===== src/rtl/sbox_ghpc_pkg.sv =====
// +----------------------------------------------------------------------------+
// | Package  : sbox_ghpc_pkg                                                    |
// | Purpose  : Shared constants and nibble functions for the GHPC S-box step-2. |
// | Revision : 1.0  initial release                                            |
// +----------------------------------------------------------------------------+
`default_nettype none

package sbox_ghpc_pkg;

   localparam int         NIBBLE_W    = 4;
   localparam logic [3:0] STEP2_CONST = 4'b1100;

   // Nonlinear core evaluated by the gadget (input already bit-reversed)
   function automatic logic [3:0] step2_g(input logic [3:0] x);
      step2_g = {x[3], x[2], x[1] ^ (x[3] & x[2]), x[0] ^ (x[3] | x[2])};
   endfunction

   function automatic logic [3:0] step2_lin(input logic [3:0] g);
      logic [3:0] t;
      t[0] = g[0];
      t[1] = g[1];
      t[2] = g[2] ^ g[1];
      t[3] = g[3] ^ g[0] ^ g[2];
      step2_lin = {t[0], t[1], t[3], t[2]};
   endfunction

   function automatic logic [3:0] step2_ref(input logic [3:0] x);
      logic [3:0] xr;
      xr        = {x[0], x[1], x[2], x[3]};
      step2_ref = step2_lin(step2_g(xr)) ^ STEP2_CONST;
   endfunction

endpackage

`default_nettype wire


===== src/rtl/sbox_ghpc_step2_lane.sv =====
// +----------------------------------------------------------------------------+
// | Module   : sbox_ghpc_step2_lane                                             |
// | Purpose  : One 4-bit lane: 2-share GHPC gadget, linear layer and constant.  |
// | Revision : 1.0  initial release                                            |
// +----------------------------------------------------------------------------+
`default_nettype none

module sbox_ghpc_step2_lane
   import sbox_ghpc_pkg::*;
#(
   parameter int LOW_LATENCY = 0,
   parameter int PIPELINE    = 1,
   parameter int LAT         = 1
) (
   input  logic       clk,
   input  logic [3:0] in0_i,
   input  logic [3:0] in1_i,
   input  logic [3:0] r_i,
   output logic [3:0] out0_o,
   output logic [3:0] out1_o
);

   localparam int c_glat  = (LOW_LATENCY != 0 || PIPELINE < 1) ? 1 : PIPELINE;
   localparam int c_total = (LAT > c_glat) ? LAT : c_glat;
   localparam int c_extra = c_total - 1;

   logic [3:0] w_x0;
   logic [3:0] w_x1;
   logic [3:0] r_tab_q [16];
   logic [3:0] r_x0_q;
   logic [3:0] r_r_q;
   logic [3:0] w_g0;
   logic [3:0] w_g1;
   logic [3:0] w_o0;
   logic [3:0] w_o1;

   assign w_x0 = {in0_i[0], in0_i[1], in0_i[2], in0_i[3]};
   assign w_x1 = {in1_i[0], in1_i[1], in1_i[2], in1_i[3]};

   // Each table entry sees only share 1 and r; share 0 selects after the register
   always_ff @(posedge clk) begin
      for (int v = 0; v < 16; v++) begin
         r_tab_q[v] <= step2_g(4'(v) ^ w_x1) ^ r_i;
      end
      r_x0_q <= w_x0;
      r_r_q  <= r_i;
   end

   assign w_g0 = r_tab_q[r_x0_q];
   assign w_g1 = r_r_q;
   assign w_o0 = step2_lin(w_g0) ^ STEP2_CONST;
   assign w_o1 = step2_lin(w_g1);

   if (c_extra == 0) begin : g_no_pad
      assign out0_o = w_o0;
      assign out1_o = w_o1;
   end else begin : g_pad
      logic [3:0] r_p0_q [c_extra];
      logic [3:0] r_p1_q [c_extra];

      always_ff @(posedge clk) begin
         r_p0_q[0] <= w_o0;
         r_p1_q[0] <= w_o1;
         for (int i = 1; i < c_extra; i++) begin
            r_p0_q[i] <= r_p0_q[i-1];
            r_p1_q[i] <= r_p1_q[i-1];
         end
      end

      assign out0_o = r_p0_q[c_extra-1];
      assign out1_o = r_p1_q[c_extra-1];
   end

endmodule

`default_nettype wire


===== src/rtl/sbox_ghpc_step2_lanes.sv =====
// +----------------------------------------------------------------------------+
// | Module   : sbox_ghpc_step2_lanes                                            |
// | Purpose  : NLANE-wide masked Skinny S-box step-2 with valid line, counter.  |
// |            Macro GHPC_RAND_GATE_EN gates acceptance on fresh randomness.    |
// | Revision : 1.0  initial release                                            |
// +----------------------------------------------------------------------------+
`default_nettype none

module sbox_ghpc_step2_lanes
   import sbox_ghpc_pkg::*;
#(
   parameter int NLANE       = 4,
   parameter int LOW_LATENCY = 0,
   parameter int PIPELINE    = 1,
   parameter int LAT         = 1,
   parameter int CNT_W       = 16
) (
   input  logic                  clk,
   input  logic                  rst_n,
   input  logic                  in_valid,
   output logic                  in_ready,
   input  logic [4*NLANE-1:0]    in0,
   input  logic [4*NLANE-1:0]    in1,
   input  logic [4*NLANE-1:0]    r,
   input  logic                  r_valid,
   output logic                  out_valid,
   output logic [4*NLANE-1:0]    out0,
   output logic [4*NLANE-1:0]    out1,
   output logic [CNT_W-1:0]      op_count
`ifdef GHPC_RAND_GATE_EN
   ,
   output logic                  rand_used
`endif
);

   localparam logic [CNT_W-1:0] c_cnt_max = '1;

   logic             w_fire;
   logic [LAT-1:0]   r_vline_q;
   logic [LAT-1:0]   w_vline_d;
   logic [CNT_W-1:0] r_cnt_q;
   logic [CNT_W-1:0] w_cnt_d;

`ifdef GHPC_RAND_GATE_EN
   assign in_ready  = r_valid;
   assign rand_used = w_fire;
`else
   logic w_unused_r_valid;
   assign w_unused_r_valid = r_valid;
   assign in_ready         = 1'b1;
`endif

   assign w_fire = in_valid & in_ready;

   for (genvar k = 0; k < NLANE; k++) begin : g_lane
      sbox_ghpc_step2_lane #(
         .LOW_LATENCY (LOW_LATENCY),
         .PIPELINE    (PIPELINE),
         .LAT         (LAT)
      ) u_lane (
         .clk    (clk),
         .in0_i  (in0 [NIBBLE_W*k +: NIBBLE_W]),
         .in1_i  (in1 [NIBBLE_W*k +: NIBBLE_W]),
         .r_i    (r   [NIBBLE_W*k +: NIBBLE_W]),
         .out0_o (out0[NIBBLE_W*k +: NIBBLE_W]),
         .out1_o (out1[NIBBLE_W*k +: NIBBLE_W])
      );
   end

   if (LAT == 1) begin : g_vline_1
      assign w_vline_d = w_fire;
   end else begin : g_vline_n
      assign w_vline_d = {r_vline_q[LAT-2:0], w_fire};
   end

   // Count moves on the same edge that raises out_valid
   always_comb begin
      w_cnt_d = r_cnt_q;
      if (w_vline_d[LAT-1] && (r_cnt_q != c_cnt_max)) begin
         w_cnt_d = r_cnt_q + 1'b1;
      end
   end

   always_ff @(posedge clk) begin
      if (!rst_n) begin
         r_vline_q <= '0;
         r_cnt_q   <= '0;
      end else begin
         r_vline_q <= w_vline_d;
         r_cnt_q   <= w_cnt_d;
      end
   end

   assign out_valid = r_vline_q[LAT-1];
   assign op_count  = r_cnt_q;

endmodule

`default_nettype wire


===== config.mk =====
export PLATFORM = sky130hd
export DESIGN_NAME = sbox_ghpc_step2_lanes
export DESIGN_NICKNAME = d
export VERILOG_FILES = /design/src/rtl/sbox_ghpc_pkg.sv /design/src/rtl/sbox_ghpc_step2_lane.sv /design/src/rtl/sbox_ghpc_step2_lanes.sv
export SDC_FILE = /design/constraint.sdc
export NUM_CORES = 1
export LEC_CHECK = 0
export CORE_MARGIN = 3
export CORE_UTILIZATION = 46
export CTS_BUF_LIST = sky130_fd_sc_hd__clkbuf_2
export DETAILED_ROUTE_END_ITERATION = 12
export GPL_TIMING_DRIVEN = 0
export PLACE_DENSITY = 0.8
export SLEW_MARGIN = 10
export SYNTH_ARGS = -nofsm -noshare
export SYNTH_HDL_FRONTEND = slang
export SYNTH_HIERARCHICAL = 1
export SYNTH_SLANG_ARGS = --single-unit

===== constraint.sdc =====
create_clock -name clk -period 3.4 [get_ports clk]
set_input_delay 0.34 -clock clk [delete_from_list [all_inputs] [get_ports clk]]
set_output_delay 0.34 -clock clk [all_outputs]
set_load 0.01 [all_outputs]

==> results by group <==
Clock network
  – TritonCTS buffer count: 17
  – Clk sinks: 129
  – CTS Hold Bufs: 0
  – Clock Path Buffers: 2
  – Post-CTS Setup Inserts: 0
  – CTS root buf: clkbuf_2
  – Clock Latency Late Sink: 590 ps
  – H-tree depth: 4
  – TritonCTS clock tree: yes
  – Post-CTS resize count: 0
  – Clock transition at the registers of the reported paths: 190 ps

Setup path
  – Reg2reg path depth: 5
  – Max stage delay cell, worst path: clkdlybuf4s50_1
  – Buffers and inverters on the worst path: 1
  – Stages on worst setup path: 4
  – Highest net fanout along the worst path: 6
  – Crit-path leading delay family: buffers and inverters
  – Arr. time, crit path: 2450 ps
  – Worst path cell trace: mux2i_1, xor2_1, xnor2_1, clkdlybuf4s50_1
  – CP max stage delay: 560 ps
  – Worst endpoint required time: 3060 ps
  – Critical Path Source Type: flop
  – CP Class: reg2out
  – R2R Path Start: op_count[10]
  – Crit path capture type: output pin
  – R2R Setup Slk: 1350 ps

Layout
  – Most common cell after layout, fill and taps aside: dfxtp_1
  – Final net count: 601
  – Area grow syn2layout: 29.4%
  – Commonest cells after routing, fill and taps aside: dfxtp_1, clkdlybuf4s50_1, mux2i_1, inv_1, xor2_1
  – Fin cells: 694
  – Final core utilization: 62.4%
  – Fillers: 800
  – Share of layout cells above drive strength 1: 12.0%

Routing
  – DR vias: 3279
  – First-iteration detailed-routing DRC count: 125
  – DR vias/cell: 4.72
  – Routed WL per cell: 12.7 um
  – # DRC: 0
  – Detailed-router iteration count before antenna repair: 4
  – Detailed Route WL: 8.82 mm
  – Detail Route Antenna Nets: 0

Die
  – Initial core utilization: 48.2%
  – Die ar.: 0.0117 mm^2
  – Ports: 102
  – Die Y: 108 um
  – Row cnt: 36
  – Core Box Area: 0.00995 mm^2
  – Die Span X: 108 um

Yosys
  – Area leader, netlist: dfxtp_1
  – FFs w/ async S/R, synth: 0%
  – Seq cells post-synth: 129
  – Sequential cell area fraction in the yosys report: 53.8%
  – Top_reg_cell synth: dfxtp_1
  – Syn. warnings: 6
  – Mapped Cells: 430
  – Distinct cell type count of the synthesized netlist: 39
  – Share of the synthesized area in the top cell type: 53.8%
  – Post-synth EDFFs: 0
  – Synth area leaders: dfxtp_1, mux2i_1, xor2_1
  – Net Count, Synth: 483
  – Mapped cell area: 0.00480 mm^2
  – Syn avg cell area: 11.2 um^2

Timing
  – Highest Clock Rate: 359 MHz
  – Tmin final: 2790 ps
  – Setup violators final: 0
  – Period utilisation layout: 82.0%
  – Clock skew: 11.7 ps
  – Fin. max-slew vios: 0
  – RSZ-0062 raised after global routing: no
  – Final Hold Violating Endpoints: 0
  – Worst slew pin tran: 633 ps
  – Setup TNS: 0 ps
  – Worst slew margin: 57.2%

Run
  – Total of max-cap violations: 0

Status
  – Outcome: complete, no violations

Global routing
  – Antenna violations before repair: 1
  – Largest net degree at the start of global routing: 17
  – Grt total ovfl: 0
  – Global-route wire length before repair: 14.3 mm
  – Overall global routing resource usage: 15.6%
  – Vias in the first global route: 3214

Power and ir drop
  – Worst vdd ir: 0.247 mV
  – PwrDens: 529 mW/mm^2
  – Total power draw: 3.29 mW
  – Leakage power: 2.65 nW

Placed design
  – GPL Wtd Cong: 0.927
  – DPL Wire Length: 6.75 mm
  – IO Port Bufs: 99
  – # placed instances: 662

Hold path
  – Hold Crit Start: in0[8]
  – Worst min path class: in2reg
  – Hold Path Stages: 1
-- report_power, final --
group / switching (mW) / internal (mW) / leakage [nW]
Combinational: 0.251 / 0.347 / 1.43
Sequential: 0.0566 / 1.68 / 1.08
Clock: 0.547 / 0.409 / 0.138
-- cell type report --
class / instances / area [um^2] / share of cell area, %
clock inverter: 13 / 163 / 2.62
multi-input combinational: 238 / 1910 / 30.7
inverter: 43 / 161 / 2.60
tap: 133 / 166 / 2.68
sequential: 129 / 2580 / 41.6
timing repair buffer: 99 / 991 / 15.9
antenna: 1 / 2.50 / 0.0403
buffer: 20 / 149 / 2.40
clock buffer: 18 / 90.1 / 1.45
-- final timing paths --
check	end
worst max-delay path	out0[1]
worst min-delay path	flop
worst max register to register	op_count[9]
worst min register to register	op_count[15]
-- worst reg2reg max path, delay by kind of cell, from the launching register on --
kind | cells | cell delay [ps]
and+or+nand+nor | 2 | 960
AOI/OAI and AO/OA | 2 | 260
DFF | 1 | 500
buffers and inverters | 1 | 290
-- synthesized netlist by cell type, types with 4 or more instances --
| cell | count |
|---|---|
| nor4_1 | 4 |
| dfxtp_1 | 129 |
| inv_1 | 42 |
| nand2b_1 | 6 |
| mux4_2 | 4 |
| nand3b_1 | 9 |
| nor2_1 | 13 |
| a21oi_1 | 10 |
| xnor2_2 | 8 |
| nand2_1 | 14 |
| nand4_1 | 11 |
| nor2b_1 | 8 |
| nand3_1 | 10 |
| or4_1 | 4 |
| buf_4 | 10 |
| o31ai_1 | 5 |
| clkbuf_2 | 5 |
| xor2_1 | 36 |
| o21ai_0 | 6 |
| mux2i_1 | 44 |
| xnor2_1 | 28 |
| buf_6 | 4 |
-- stage by stage --
step / setup slack (ps) / cell area, um^2 / hold slack, ps
3_5_place_dp: 989 / 5960 / 498
3_3_place_gp: 1030 / 5960 / 479
5_1_grt: 387 / 6210 / 36.9
6_report: 612 / 6210 / 150
2_1_floorplan: 1560 / 4800 / 368
4_1_cts: 503 / 6210 / 53.6
-- cells by family after synthesis --
family | Yosys count | share of synthesized area [%]
flip-flops | 129 | 53.8
AND/OR/NAND/NOR | 92 | 11.0
XOR/XNOR | 72 | 14.4
buffers and inverters | 63 | 6.46
multiplexers | 48 | 11.0
AO/OA/AOI/OAI | 24 | 2.94
adder cells (fa/ha/maj) | 1 | 0.261
other | 1 | 0.0781
-- metal layers --
layer	vias to the layer above	routed length, um	track usage (%)
met5	-	0	0
met4	0	72	7.03
met3	4	382	4.72
met2	91	4690	27.6
met1	1528	3670	17.2
li1	1656	-	-
(Power assumes the default switching activity.)
